File: config.mk
export PLATFORM = sky130hd
export DESIGN_NAME = ifu_line_fetcher
export DESIGN_NICKNAME = d
export VERILOG_FILES = /design/src/rtl/ifu_line_fetcher_pkg.sv /design/src/rtl/ifu_line_fetcher.sv
export SDC_FILE = /design/constraint.sdc
export NUM_CORES = 1
export LEC_CHECK = 0
export CAP_MARGIN = 20
export CORE_AREA = 2 2 481 483
export DETAILED_ROUTE_END_ITERATION = 10
export DIE_AREA = 0 0 483 485
export GPL_TIMING_DRIVEN = 0
export HOLD_SLACK_MARGIN = 0.08
export PLACE_DENSITY = 0.3
export SETUP_SLACK_MARGIN = 0.02
export SLEW_MARGIN = 5
export SYNTH_ARGS = -nofsm -noshare
export SYNTH_HDL_FRONTEND = slang
export SYNTH_SLANG_ARGS = --single-unit
File: constraint.sdc
create_clock -name clk -period 2.9 [get_ports clk]
set_input_delay 0.87 -clock clk [delete_from_list [all_inputs] [get_ports clk]]
set_output_delay 0.87 -clock clk [all_outputs]
set_load 0.005 [all_outputs]
File: src/rtl/ifu_line_fetcher_pkg.sv
// Shared frontend definitions: line geometry, reset fetch address and fetch FSM states.
package ifu_line_fetcher_pkg;

    localparam int unsigned LINE_BYTES    = 64;
    localparam int unsigned LINE_OFF_W    = 6;
    localparam int unsigned INST_PER_LINE = 16;
    localparam int unsigned LINE_BITS     = LINE_BYTES * 8;

    localparam logic [63:0] RESET_PC_DEFAULT = 64'h0000_0000_8000_0000;

    typedef enum logic [1:0] {
        StIdle,
        StReq,
        StWaitResp,
        StDeliver
    } fetch_state_e;

    function automatic logic [63:0] line_align(input logic [63:0] addr);
        return {addr[63:LINE_OFF_W], {LINE_OFF_W{1'b0}}};
    endfunction

endpackage

File: src/rtl/ifu_line_fetcher.sv
// Fetches 64-byte instruction lines from the arbiter and hands them to the instruction buffer,
// tracking refill requests and backend redirects.
module ifu_line_fetcher
    import ifu_line_fetcher_pkg::*;
#(
    parameter logic [63:0] RESET_PC = RESET_PC_DEFAULT
) (
    input  logic                 clk,
    input  logic                 rst_n,
    input  logic                 fetch_inst,
    input  logic                 redirect_valid,
    input  logic [63:0]          redirect_target,
    output logic                 if2arb_req_valid,
    output logic [63:0]          if2arb_req_addr,
    input  logic                 arb2if_req_ready,
    input  logic                 arb2if_resp_valid,
    input  logic [LINE_BITS-1:0] arb2if_resp_data,
    output logic                 pc_index_ready,
    output logic [LINE_BITS-1:0] arb2ib_read_inst,
    output logic [63:0]          line_pc,
    output logic [3:0]           start_offset
);

    fetch_state_e         r_state, w_state_nxt;
    logic [63:0]          r_fetch_pc, w_fetch_pc_nxt;
    logic [63:0]          r_req_addr, w_req_addr_nxt;
    logic                 r_pending, w_pending_nxt;
    logic                 r_discard, w_discard_nxt;
    logic [3:0]           r_start_offset, w_start_offset_nxt;
    logic [LINE_BITS-1:0] r_line;
    logic [63:0]          r_line_pc;
    logic                 w_capture;
    logic [63:0]          w_next_line_pc;
    logic                 w_unused_target;

    assign w_next_line_pc  = r_fetch_pc + 64'(LINE_BYTES);
    assign w_unused_target = ^redirect_target[1:0];

    always_comb begin
        w_state_nxt        = r_state;
        w_fetch_pc_nxt     = r_fetch_pc;
        w_req_addr_nxt     = r_req_addr;
        w_pending_nxt      = r_pending;
        w_discard_nxt      = r_discard;
        w_start_offset_nxt = r_start_offset;
        w_capture          = 1'b0;

        case (r_state)
            StIdle: begin
                if (r_pending || fetch_inst) begin
                    w_state_nxt    = StReq;
                    w_pending_nxt  = 1'b0;
                    w_req_addr_nxt = r_fetch_pc;
                end
            end
            StReq: begin
                if (fetch_inst) w_pending_nxt = 1'b1;
                if (arb2if_req_ready) w_state_nxt = StWaitResp;
            end
            StWaitResp: begin
                if (fetch_inst) w_pending_nxt = 1'b1;
                if (arb2if_resp_valid) begin
                    if (r_discard) begin
                        w_discard_nxt = 1'b0;
                        w_state_nxt   = StIdle;
                    end else begin
                        w_capture   = 1'b1;
                        w_state_nxt = StDeliver;
                    end
                end
            end
            StDeliver: begin
                w_fetch_pc_nxt     = w_next_line_pc;
                w_start_offset_nxt = 4'd0;
                if (r_pending || fetch_inst) begin
                    w_state_nxt    = StReq;
                    w_pending_nxt  = 1'b0;
                    w_req_addr_nxt = w_next_line_pc;
                end else begin
                    w_state_nxt = StIdle;
                end
            end
            default: w_state_nxt = StIdle;
        endcase

        // Redirect overrides everything; an in-flight request still finishes its handshake.
        if (redirect_valid) begin
            w_fetch_pc_nxt     = line_align(redirect_target);
            w_start_offset_nxt = redirect_target[LINE_OFF_W-1:2];
            w_pending_nxt      = 1'b1;
            w_capture          = 1'b0;
            case (r_state)
                StIdle:  w_state_nxt = StIdle;
                StReq:   w_discard_nxt = 1'b1;
                StWaitResp: begin
                    if (arb2if_resp_valid) begin
                        w_discard_nxt = 1'b0;
                        w_state_nxt   = StIdle;
                    end else begin
                        w_discard_nxt = 1'b1;
                    end
                end
                StDeliver: w_state_nxt = StIdle;
                default: ;
            endcase
        end
    end

    always_ff @(posedge clk or negedge rst_n) begin
        if (!rst_n) begin
            r_state        <= StIdle;
            r_fetch_pc     <= RESET_PC;
            r_req_addr     <= RESET_PC;
            r_pending      <= 1'b1;
            r_discard      <= 1'b0;
            r_start_offset <= 4'd0;
            r_line         <= '0;
            r_line_pc      <= '0;
        end else begin
            r_state        <= w_state_nxt;
            r_fetch_pc     <= w_fetch_pc_nxt;
            r_req_addr     <= w_req_addr_nxt;
            r_pending      <= w_pending_nxt;
            r_discard      <= w_discard_nxt;
            r_start_offset <= w_start_offset_nxt;
            if (w_capture) begin
                r_line    <= arb2if_resp_data;
                r_line_pc <= r_fetch_pc;
            end
        end
    end

    assign if2arb_req_valid = (r_state == StReq);
    assign if2arb_req_addr  = r_req_addr;
    assign pc_index_ready   = (r_state == StDeliver) && !redirect_valid;
    assign arb2ib_read_inst = r_line;
    assign line_pc          = r_line_pc;
    assign start_offset     = r_start_offset;

endmodule
Yosys cells after proc, flatten, opt, wreduce, memory -nomap -nowiden
Cells that the tools add are included.
- add/sub/neg operators: 1
- multiply operators: 0
- div/mod/pow operators: 0
- $lt $le $gt $ge: 0
- equal/unequal tests: 7
- shift operators: 0
- muxes and demuxes: 29
- bitwise gates (word level): 0
- reduce and logical (&&, ||, !) cells: 10
- operator list (kind ; count):
    $mux 64 ; 4
    $pmux 64 s2 ; 1
    $add 64x7->64 const B ; 1
    $mux 1 ; 12
    $mux 2 ; 6
    $mux 4 ; 2
    $pmux 2 s4 ; 1
    $ne 3x1->1 const B ; 2
    $eq 2x2->1 const B ; 2
    $ne 2x2->1 const B ; 2
    $pmux 1 s2 ; 2
    $pmux 2 s2 ; 1
    $reduce_bool 2->1 ; 2
    $reduce_or 2->1 ; 2
    $reduce_and 3->1 ; 1
    $eq 2x1->1 const B ; 1
    $logic_not 2->1 ; 1
    $reduce_and 2->1 ; 1
    $logic_and 1x1->1 ; 1
    $logic_not 1->1 ; 1
    $logic_or 1x1->1 ; 1
- bits in registers: 712
- latch bits: 0
- RAM bits: 0
- memory bits (read-only): 0
- output and inout bits: 646
- memories kept: 0

Longest topological paths before layout
- depth after elaboration: 6
- gate-level depth with buffers: 8
- gate-level depth less buffers: 6

Least setup slack after synthesis
Ideal clock, no wire load.
- path kind: input port to output port
- start: input redirect_valid
- end: output pc_index_ready
- arrival time: 1.769 ns
- path slack: 0.261 ns
- stages: 4
- path buffers: 3
- cells stage by stage: clkbuf_1 clkbuf_1 clkbuf_1 nor2b_1
- cells in the longest elaborated chain, start to end: 2
- RTL lines (item ; RTL line ; source):
    start: declaration ; ifu_line_fetcher.sv:11 ; input logic redirect_valid,
    $logic_not 1->1 ; ifu_line_fetcher.sv:135 ; assign pc_index_ready = (r_state == StDeliver) && !redirect_valid;
    $logic_and 1x1->1 ; ifu_line_fetcher.sv:135 ;
    end: declaration ; ifu_line_fetcher.sv:18 ; output logic pc_index_ready,
No other way between the ends.

Worst setup path in the final report
Ends and elaborated chain as after synthesis.

==> summary.md <==
| Metric | Value |
|---|---|
| Status | `finished clean` |
| All-Layer GR Usage | `around an eighth` |
| IO Count | `~1200` |
| R2R setup slack | `between 0.15 and 0.2 ns` |
| Nets@finish | `roughly 3800` |
| DP Wirelength | `128 mm` |
| Warnings, synthesis | `0` |
| GPL Wtd Cong | `roughly 0.8` |
| CTS tree | `done` |
| CP startpoint kind | `input port` |
| Root buffer cell | `clkbuf_16` |
| CP endpoint kind | `output pin` |
| Fin crit share | `between 90% and 100%` |
| Post-layout minimum cycle time | `~2.9 ns` |
| Critical-path maximum fanout | `10` |
| Avg Synthesized Cell Area | `14.7 um2` |
| Sequential fraction of the synthesis area | `a little over three fifths` |
| Async SR Flop Fraction | `100%` |
| Initial core utilization | `12.1%` |
| Hold Buf Count CTS | `0` |
| PwrDens | `roughly 890 nW/um2` |
| Post-synth EDFFs | `0` |
| Register-to-Register Path Depth | `8` |
| Final setup viols | `0` |
| Post-DP Area | `43900 um2` |
| DR vias | `roughly 21000` |
| Pins Over Slew Limit | `0` |
| WL/cell | `~25 um` |
| Min-delay worst type | `input port to asynchronous set/reset pin` |
| FF+latch count, synth | `around 700` |
| CTS max path bufs | `3` |
| Die H | `485 um` |
| PortBufs | `~1200` |
| Design area | `47700 um2` |
| Area of the multi-input gates | `9760 um2` |
| Fmax | `around 0.35 GHz` |
| Post-route antenna net violation count | `0` |
| Relative slew slack | `approximately two fifths` |
| Gr ovfl total | `0` |
| Worst slew pin tran | `a little over 0.9 ns` |
| Area Overhead vs Synth | `72.4%` |
| Maximum VDD drop | `around 430 uV` |
| Clk slew on worst S/H paths | `around 0.06 ns` |
| Most used DFF post-synth | `dfrtp_1` |
| Fillcell total | `around 25000` |
| Global-route wire length before repair | `roughly 210 mm` |
| Post-Route Skew | `roughly 0.021 ns` |
| Number of core rows | `176` |
| Post-synth top area cell | `dfrtp_1` |
| Core Util, Final | `about a fifth` |
| Total length of routed wires | `158 mm` |
| DRC | `0` |
| Initial antenna violation count | `59` |
| Worst r2r src | `r_state[1]` |
| Post-Syn Area | `27600 um2` |
| Sequential cell area | `17400 um2` |
| DRC violation total after the first TritonRoute iteration | `between 800 and 900` |
| Synth top area cells | `dfrtp_1 (63%), mux2_2 (25%), nand2_1 (1.3%)` |
| Sink Count | `694` |
| H-tree depth | `3` |
| Largest net degree at the start of global routing | `between 90 and 100` |
| Die Area | `around 230000 um2` |
| Core area | `229000 um2` |
| Unrepaired setup endpoints after global routing | `true` |
| Max cap viols | `0` |
| Cells after Synth | `roughly 1900` |
| Vias in the first global route | `23233` |
| Pleak | `around 20 nW` |
| Worst-Skew Late Latency | `between 0.7 and 0.8 ns` |
| Cell variety after synth | `47` |
| DR pass1 iterations | `5` |
| Worst endpoint required time | `about 2.0 ns` |
| Vias/cell | `3.37` |
| Share of layout cells above drive strength 1 | `27.7%` |
| Setup TNS | `0 ns` |
| Horiz. Die Dim | `between 400 and 500 um` |
| RR Endpoint | `if2arb_req_addr[54]` |
| Total CTS buffers | `between 90 and 100` |
| Fin. Hold Viols | `0` |
| WS Path Type | `input port to output pin` |
| Crit path DAT | `~2.0 ns` |
| Yosys top cell area share | `between 60% and 70%` |
[kinds of logic (layout without fill, tap and decap cells)]
group / after synthesis / after routing / share of synthesized area, %
flops: 694 / 694 / 62.9
mux: 635 / 635 / 25.8
simple gates: 320 / 320 / 6.37
buf+inv: 135 / 1552 / 2.17
compound gates: 47 / 47 / 1.20
xor+xnor: 41 / 41 / 1.33
fa+ha+maj: 6 / 6 / 0.272
other cells: 1 / 28 / 0.0136
[synth_stat cells (3+ instances only)]
cell	number
a22o_1	4
dfstp_2	3
and4_1	7
nand2_1	97
inv_1	22
and2_1	6
clkbuf_1	59
and3_1	14
nand4_1	39
nor2b_1	19
nor4_2	8
mux2_2	613
nand3_1	48
o21ai_1	7
nor4_1	16
nor2_1	11
buf_4	12
a22oi_1	6
or3_1	9
nand3_2	4
o21ai_0	12
buf_2	39
dfrtp_1	691
ha_1	6
xor2_1	11
or4_1	8
nor3_1	27
xnor2_1	29
a221o_1	10
buf_1	3
mux2i_1	21
[worst max path at each step]
stage	start	to	cells after the start
6_report	redirect_valid	pc_index_ready	6
3_5_place_dp	arb2if_resp_valid	arb2ib_read_inst[454]	7
4_1_cts	r_state[1]	pc_index_ready	4
5_1_grt	redirect_valid	pc_index_ready	6
2_1_floorplan	redirect_valid	pc_index_ready	4
3_3_place_gp	rst_n	arb2ib_read_inst[216]	1
[metrics by stage]
stage	hold slack, ns	setup WS [ns]	total power [mW]	instances
global placement	0.455	-38.07	29.9	6129
global route	0.108	0.00524	45.0	6340
finish	0.129	0.0366	42.5	6349
CTS	0.0856	0.0206	43.6	6331
floorplan	0.452	0.261	18.9	1890
detailed placement	0.459	-1.92	29.8	6140
[state kept, by name, indices dropped and copies added (netlist names)]
name and count:
arb2ib_read_inst 512, if2arb_req_addr 58, line_pc 58, r_fetch_pc 58
start_offset 4, r_state 2, r_discard 1, r_pending 1
[worst max-delay path, cell delays in order]
cell	delay, ns
clkdlybuf4s15_1	0.25
clkbuf_8	0.18
clkbuf_8	0.17
clkbuf_16	0.18
nor2b_2	0.12
clkdlybuf4s15_1	0.21
[layout make-up]
type,count,area share [%]
clock inverters,38,1.14
diodes,16,0.0840
inverters,22,0.173
clock buffers,147,6.21
multi-input cells,1061,20.5
well taps,3026,7.95
flip-flops and latches,694,36.5
plain buffers,113,1.38
repair buffers,1232,26.1
[what timing repair did]
| item | 4_1_cts | 5_1_grt |
|---|---|---|
| cloned | 0 | 0 |
| gates resized for setup | 59 | 36 |
| endpoints found under the setup margin | 681 | 231 |
| pin swaps | 1 | 0 |
| buffers inserted | 6 | 2 |
[layout by cell type (no fill, tap or decap), types with 8 or more instances in the layout]
cell type	synthesis	layout
buf_2	39	26
nor2b_1	19	18
or3_1	9	9
xnor2_1	29	29
conb_1	1	12
o21ai_0	12	12
and3_1	14	14
nand2_1	97	97
nor4_2	8	8
nor2_1	11	11
inv_1	22	22
nor3_1	27	26
dfrtp_1	691	690
clkbuf_2	0	29
mux2_2	613	613
clkbuf_16	0	101
clkdlybuf4s50_1	0	1208
clkbuf_4	0	9
buf_16	0	8
buf_4	12	28
xor2_1	11	11
nor4_1	16	14
clkbuf_8	0	30
a221o_1	10	10
clkinv_2	0	16
nand3_1	48	48
diode_2	0	16
nand4_1	39	39
clkbuf_1	59	43
mux2i_1	21	21
bufinv_16	0	10
[where the power goes]
part           switching (mW)  internal, mW  total [mW]
Clock                    5.20          7.96        13.2
Sequential               1.93          12.9        14.8
Combinational            5.94          8.55        14.5
Total                    13.1          29.4        42.5
[per-layer routing]
| metal | wire, um | global-route usage [%] |
|---|---|---|
| met5 | 96 | 0 |
| met4 | 4660 | 3.28 |
| met3 | 15900 | 6.14 |
| met2 | 77100 | 22.7 |
| met1 | 60300 | 14.7 |
Power figures use the tool's default switching activity.
